$ cat config.mk
export PLATFORM = sky130hd
export DESIGN_NAME = frame_tx_ram
export DESIGN_NICKNAME = d
export VERILOG_FILES = /design/src/rtl/frame_tx_ram.sv
export SDC_FILE = /design/constraint.sdc
export NUM_CORES = 2
export LEC_CHECK = 0
export CORE_MARGIN = 2
export CORE_UTILIZATION = 58
export CTS_BUF_LIST = sky130_fd_sc_hd__clkbuf_4 sky130_fd_sc_hd__clkbuf_8 sky130_fd_sc_hd__clkbuf_16
export DETAILED_ROUTE_END_ITERATION = 7
export PLACE_DENSITY = 0.81
export SLEW_MARGIN = 5
export SYNTH_ARGS = -nofsm -noshare
export SYNTH_HDL_FRONTEND = slang
export SYNTH_SLANG_ARGS = --single-unit
$ cat constraint.sdc
create_clock -name clk -period 5.1 [get_ports clk]
set_input_delay 0.51 -clock clk [delete_from_list [all_inputs] [get_ports clk]]
set_output_delay 0.51 -clock clk [all_outputs]
set_load 0.02 [all_outputs]
$ cat src/rtl/frame_tx_ram.sv
// frame_tx_ram: payload RAM plus frame transmitter for a 16-bit valid/ready
// word stream. A host fills the RAM while the block is idle, then issues start
// with a length. The block streams mem[0..len-1] and appends TERM_WORD.
//
// Optional feature macro: FRAME_TX_CKSUM_EN
//   When defined, the XOR of all payload words is sent between the last
//   payload word and the terminator.
//
// state   | meaning
// --------+---------------------------------------------------------------
// IDLE    | no frame in flight; RAM writable; start accepted here
// PAYLOAD | presenting mem[rd_ptr]; advances one word per handshake
// CKSUM   | presenting XOR of the payload (FRAME_TX_CKSUM_EN only)
// TERM    | presenting TERM_WORD with tx_last; handshake ends the frame

module frame_tx_ram #(
  parameter int                    DATA_WIDTH = 16,
  parameter int                    MEM_SIZE   = 256,
  parameter logic [DATA_WIDTH-1:0] TERM_WORD  = 16'hAABB,
  localparam int                   AW         = $clog2(MEM_SIZE)
) (
  input  logic                  clk,
  input  logic                  rst_n,
  input  logic                  we,
  input  logic [AW-1:0]         wr_addr,
  input  logic [DATA_WIDTH-1:0] din,
  input  logic                  start,
  input  logic [AW:0]           len,
  output logic                  busy,
  output logic                  tx_valid,
  input  logic                  tx_ready,
  output logic [DATA_WIDTH-1:0] tx_data,
  output logic                  tx_last,
  output logic                  done,
  output logic                  err_term
);

`ifdef FRAME_TX_CKSUM_EN
  typedef enum logic [1:0] {
    S_IDLE    = 2'd0,
    S_PAYLOAD = 2'd1,
    S_CKSUM   = 2'd2,
    S_TERM    = 2'd3
  } state_t;
`else
  typedef enum logic [1:0] {
    S_IDLE    = 2'd0,
    S_PAYLOAD = 2'd1,
    S_TERM    = 2'd3
  } state_t;
`endif

  localparam logic [AW:0] MEM_SIZE_L = (AW+1)'(MEM_SIZE);

  state_t                state;
  state_t                state_nxt;
  logic [DATA_WIDTH-1:0] mem [MEM_SIZE];
  logic [AW:0]           len_q;
  logic [AW:0]           rd_ptr;
  logic [AW:0]           nxt_ptr;
  logic [AW:0]           len_clamp;
  logic                  hs;
  logic                  last_word;
  logic                  start_ok;
`ifdef FRAME_TX_CKSUM_EN
  logic [DATA_WIDTH-1:0] cksum;
`endif

  assign hs        = tx_valid & tx_ready;
  assign start_ok  = (state == S_IDLE) & start;
  assign len_clamp = (len > MEM_SIZE_L) ? MEM_SIZE_L : len;
  assign nxt_ptr   = rd_ptr + 1'b1;
  // rd_ptr is one bit wider than the RAM address so len=MEM_SIZE terminates
  // cleanly instead of aliasing back to address 0.
  assign last_word = (nxt_ptr == len_q);

  // Payload RAM write port; frozen while a frame is in flight.
  always_ff @(posedge clk) begin
    if (we && (state == S_IDLE)) mem[wr_addr] <= din;
  end

  // State register.
  always_ff @(posedge clk or negedge rst_n) begin
    if (!rst_n) state <= S_IDLE;
    else        state <= state_nxt;
  end

  // Next-state logic.
  always_comb begin
    state_nxt = state;
    case (state)
      S_IDLE: begin
        if (start) begin
          if (len_clamp == '0) begin
`ifdef FRAME_TX_CKSUM_EN
            state_nxt = S_CKSUM;
`else
            state_nxt = S_TERM;
`endif
          end else begin
            state_nxt = S_PAYLOAD;
          end
        end
      end
      S_PAYLOAD: begin
        if (hs && last_word) begin
`ifdef FRAME_TX_CKSUM_EN
          state_nxt = S_CKSUM;
`else
          state_nxt = S_TERM;
`endif
        end
      end
`ifdef FRAME_TX_CKSUM_EN
      S_CKSUM: if (hs) state_nxt = S_TERM;
`endif
      S_TERM:  if (hs) state_nxt = S_IDLE;
      default: state_nxt = S_IDLE;
    endcase
  end

  // Stream datapath: the next word is loaded on the same edge as the handshake
  // so a continuously ready sink sees one word per cycle.
  always_ff @(posedge clk or negedge rst_n) begin
    if (!rst_n) begin
      busy     <= 1'b0;
      tx_valid <= 1'b0;
      tx_data  <= '0;
      tx_last  <= 1'b0;
      done     <= 1'b0;
      err_term <= 1'b0;
      rd_ptr   <= '0;
      len_q    <= '0;
`ifdef FRAME_TX_CKSUM_EN
      cksum    <= '0;
`endif
    end else begin
      done <= 1'b0;
      case (state)
        S_IDLE: begin
          if (start_ok) begin
            len_q    <= len_clamp;
            rd_ptr   <= '0;
            busy     <= 1'b1;
            tx_valid <= 1'b1;
            err_term <= 1'b0;
`ifdef FRAME_TX_CKSUM_EN
            cksum    <= '0;
`endif
            if (len_clamp == '0) begin
`ifdef FRAME_TX_CKSUM_EN
              tx_data <= '0;
              tx_last <= 1'b0;
`else
              tx_data <= TERM_WORD;
              tx_last <= 1'b1;
`endif
            end else begin
              tx_data <= mem[0];
              tx_last <= 1'b0;
            end
          end
        end
        S_PAYLOAD: begin
          if (hs) begin
            rd_ptr <= nxt_ptr;
            if (tx_data == TERM_WORD) err_term <= 1'b1;
`ifdef FRAME_TX_CKSUM_EN
            cksum <= cksum ^ tx_data;
`endif
            if (last_word) begin
`ifdef FRAME_TX_CKSUM_EN
              tx_data <= cksum ^ tx_data;
              tx_last <= 1'b0;
`else
              tx_data <= TERM_WORD;
              tx_last <= 1'b1;
`endif
            end else begin
              tx_data <= mem[nxt_ptr[AW-1:0]];
            end
          end
        end
`ifdef FRAME_TX_CKSUM_EN
        S_CKSUM: begin
          if (hs) begin
            if (tx_data == TERM_WORD) err_term <= 1'b1;
            tx_data <= TERM_WORD;
            tx_last <= 1'b1;
          end
        end
`endif
        S_TERM: begin
          if (hs) begin
            tx_valid <= 1'b0;
            tx_last  <= 1'b0;
            busy     <= 1'b0;
            done     <= 1'b1;
          end
        end
        default: ;
      endcase
    end
  end

endmodule

==> metrics.md <==
| Metric | Value |
|---|---|
| Status | complete, but fails checks |
| Failing checks | max-capacitance violations, max-slew violations |
| CTS tree | done |
| Slew @ Worst Pin | 1570 ps |
| Synth async-reset ratio | 0.00967 |
| Unique masters post-synth | 86 |
| Number of global-route vias before repair | approximately 90000 |
| Max-slew headroom | -0.0737 |
| Post-route DRC | 0 |
| FF-to-FF End | tx_data[2] |
| Min-delay worst type | primary input to flip-flop |
| Cells after DPL | 11819 |
| Total Wirelength | 493000 µm |
| Die X | roughly 530 µm |
| Clk sinks | roughly 4100 |
| Max-slew violation count | 2 |
| Top post-synthesis cells by area | edfxtp_1 (76%), mux4_2 (13%), nand2_1 (1.8%) |
| Initial antenna violation count | 67 |
| Final Power | between 60 and 70 mW |
| Reg2Reg Depth | 10 |
| Tcrit/Tclk final | 0.964 |
| Remaining antenna violation count after routing | 0 |
| Initial DRC count | ~18000 |
| Overflow after GRT | 0 |
| First-pass GRT wire length | 686000 µm |
| Synth Cell Area | 0.161 mm² |
| Critical Path RT | roughly 6000 ps |
| Final min period | 4920 ps |
| Post-DR vias/cell | between 7 and 8 |
| #FFs+latches synth | slightly above 4000 |
| CTS root buf | clkbuf_16 |
| H-tree depth | 5 |
| CP Launch Type | flip-flop |
| Element type at the critical path end | flip-flop |
| Clock slew at reported path FFs | 70 ps |
| Hold Fails Final Rpt | 0 |
| Layout cells sized above 1 | 0.254 |
| CP Class | flip-flop to flip-flop |
| Pwr per Cell Area | ~370 mW/mm² |
| Mean Syn Cell Area | between 20 and 25 µm² |
| Gate Count Post-Synth | 7954 |
| Peak supply drop | a little under 0.3 mV |
| Post-synth EDFFs | between 4000 and 5000 |
| Port buffer count | 58 |
| Largest net degree at the start of global routing | approximately 180 |
| Worst R2R Start | rd_ptr[0] |
| IO Pins | between 50 and 60 |
| Max Cap Viol | 1 |
| Clk_skew | approximately 89 ps |
| Syn_nets | between 7000 and 8000 |
| Sum of negative setup slack | 0 ps |
| Post-Layout Cell Count | 12592 |
| Chip height | ~530 µm |
| Leak | about 57 nW |
| Maximum net fanout on the critical path | 30 |
| Final Net Count | roughly 8600 |
| Hold EP | mem[120][6] |
| Max Root-Sink Buffers | 4 |
| Yosys Warn Count | 0 |
| Critical hold path startpoint | din[6] |
| RSZ-0062 raised after global routing | no |
| PnR worst setup slack | 184 ps |
| Synth top area share | 0.763 |
| Worst Hold Depth | 1 |
| Worst reg-to-reg setup slack | approximately 180 ps |
| CORE AREA | about 0.28 mm² |
| Global Route Usage Sum | 0.349 |
| Setup WS pre-CTS | between 500 and 600 ps |
| Detailed placement HPWL | around 270000 µm |
| DR vias | 91177 |
| # setup viols final | 0 |
| Die ar. | 0.282 mm² |
| Row cnt | ~190 |
| Area growth syn-to-layout | 13.0% |
| Clock latency at the later pin of the worst-skew pair | roughly 1000 ps |
| Seq/Total Area, Yosys | 0.769 |
| Leading area contributor after synthesis | edfxtp_1 |
| Post-layout util | 0.659 |
| Drt pass-1 iters | 7 |
| Average wire per standard cell | about 40 µm |
| Total CTS buffers | ~400 |
| Worst Path Arrival | 5780 ps |
| FMAX | around 0.20 GHz |
| Initial core utilization | 0.583 |
| Most used DFF post-synth | edfxtp_1 |
| Final GP Congestion | slightly below 1 |
==> cell families (layout without fill, tap and decap cells) <==
family / count (synthesis) / after routing / share of synthesized area
mux: 1152 / 1152 / 0.143
buf+inv: 494 / 1387 / 0.0188
xor+xnor: 18 / 18 / 0.00120
compound gates: 584 / 584 / 0.0259
other cells: 0 / 40 / 0
simple gates: 1566 / 1566 / 0.0420
flops: 4136 / 4136 / 0.769
fa+ha+maj: 4 / 4 / 0.000310
==> power by group <==
| part | leakage (nW) | switching (mW) | internal [mW] | total, mW |
|---|---|---|---|---|
| logic | 12.7 | 0.676 | 0.0666 | 0.742 |
| registers | 37.3 | 0 | 37.3 | 37.3 |
| clock network | 6.48 | 13.2 | 16.6 | 29.7 |
| total | 56.5 | 13.8 | 54.0 | 67.8 |
==> layout by cell type, fill, tap and decap left out, types with 11 or more instances in the layout <==
cell type        count
edfxtp_1          4096
mux4_2             904
nand2_1            774
buf_4              516
clkbuf_16          400
nand3_1            302
nor2_1             259
mux2i_1            218
a31oi_1            110
clkinv_1            94
clkinv_2            84
clkbuf_4            77
o21ai_0             74
a21oi_1             72
buf_12              63
a32oi_1             56
clkdlybuf4s50_1     41
diode_2             40
nor2_2              39
dfrtp_1             39
o211ai_1            36
bufinv_16           33
nand4_1             32
nand2b_1            28
o22ai_1             27
nor3_1              24
a221oi_1            23
mux2_2              22
o2111ai_1           18
nor2b_1             17
a311oi_1            17
a22oi_1             17
inv_1               16
and3_1              16
a221o_1             16
clkbuf_8            16
clkinv_16           12
a22o_1              11
clkinvlp_4          11
==> layout make-up <==
cell class	instances	area (µm²)
clock buffer	477	10600
inverter	17	68.8
antenna	40	100
fill	16230	94300
multi-input combinational	3324	34500
tap	3705	4640
clock inverter	254	2460
timing repair buffer	639	5790
sequential	4136	124000
==> worst max path at each step <==
| stage | start | to | cells after the start |
|---|---|---|---|
| final | rd_ptr[0] | tx_data[2] | 10 |
| after global routing | rd_ptr[2] | tx_data[15] | 10 |
| after CTS | rd_ptr[0] | tx_data[0] | 9 |
| after detailed placement | rd_ptr[0] | tx_data[0] | 9 |
| after global placement | rd_ptr[0] | tx_data[0] | 9 |
| after floorplan | state[0] | mem[138][0] | 6 |
==> per-layer routing <==
layer / part of all wire / vias to the layer above / track usage
li1: - / 33839 / -
met1: 0.30 / 45672 / 0.434
met2: 0.45 / 9368 / 0.523
met3: 0.16 / 2242 / 0.121
met4: 0.085 / 56 / 0.233
met5: 0.00099 / - / 0.00393
==> cell usage after synthesis (15+ instances only) <==
master and count:
edfxtp_1 4096, mux4_2 904, nand2_1 776, nor2_1 305
nand3_1 302, mux2i_1 218, buf_4 160, clkbuf_1 137
a31oi_1 113, buf_2 100, o21ai_0 74, a21oi_1 72
a32oi_1 56, buf_6 44, dfrtp_1 40, o211ai_1 36
nand4_1 32, nand2b_1 28, nor3_1 27, o22ai_1 27
buf_1 25, a221oi_1 23, mux2_2 22, nor2b_1 18
o2111ai_1 18, a22oi_1 17, a311oi_1 17, a221o_1 16
and3_1 16, inv_1 16, a2111oi_0 15
==> worst max-delay path: stages, from the launching register on <==
cell and delay [ps]:
dfrtp_4 570, ha_4 920, buf_4 420, nor2_4 120
buf_4 320, a32oi_1 350, a31oi_1 210, a311oi_1 800
a211oi_1 340, o21a_1 420, o41ai_2 260
==> flip-flops by register name, indices dropped and copies added, names as in the netlist <==
register / count
tx_data: 16
mem: 4096
rd_ptr: 9
done: 1
tx_last: 1
err_term: 1
len_q: 9
state: 2
tx_valid: 1
==> through the flow <==
stage / hold WS [ps] / instance area, µm²
floorplan: 214 / 161000
global placement: 493 / 169000
detailed placement: 506 / 169000
CTS: 21.4 / 182000
global route: 63.5 / 182000
finish: 58.2 / 182000
==> what timing repair did <==
item,CTS,global route
buffers inserted,0,0
hold buffers,1,0
endpoints found under the hold margin,21,0
resized for setup,0,1
setup endpoints to repair,0,1
(Power assumes the default switching activity.)
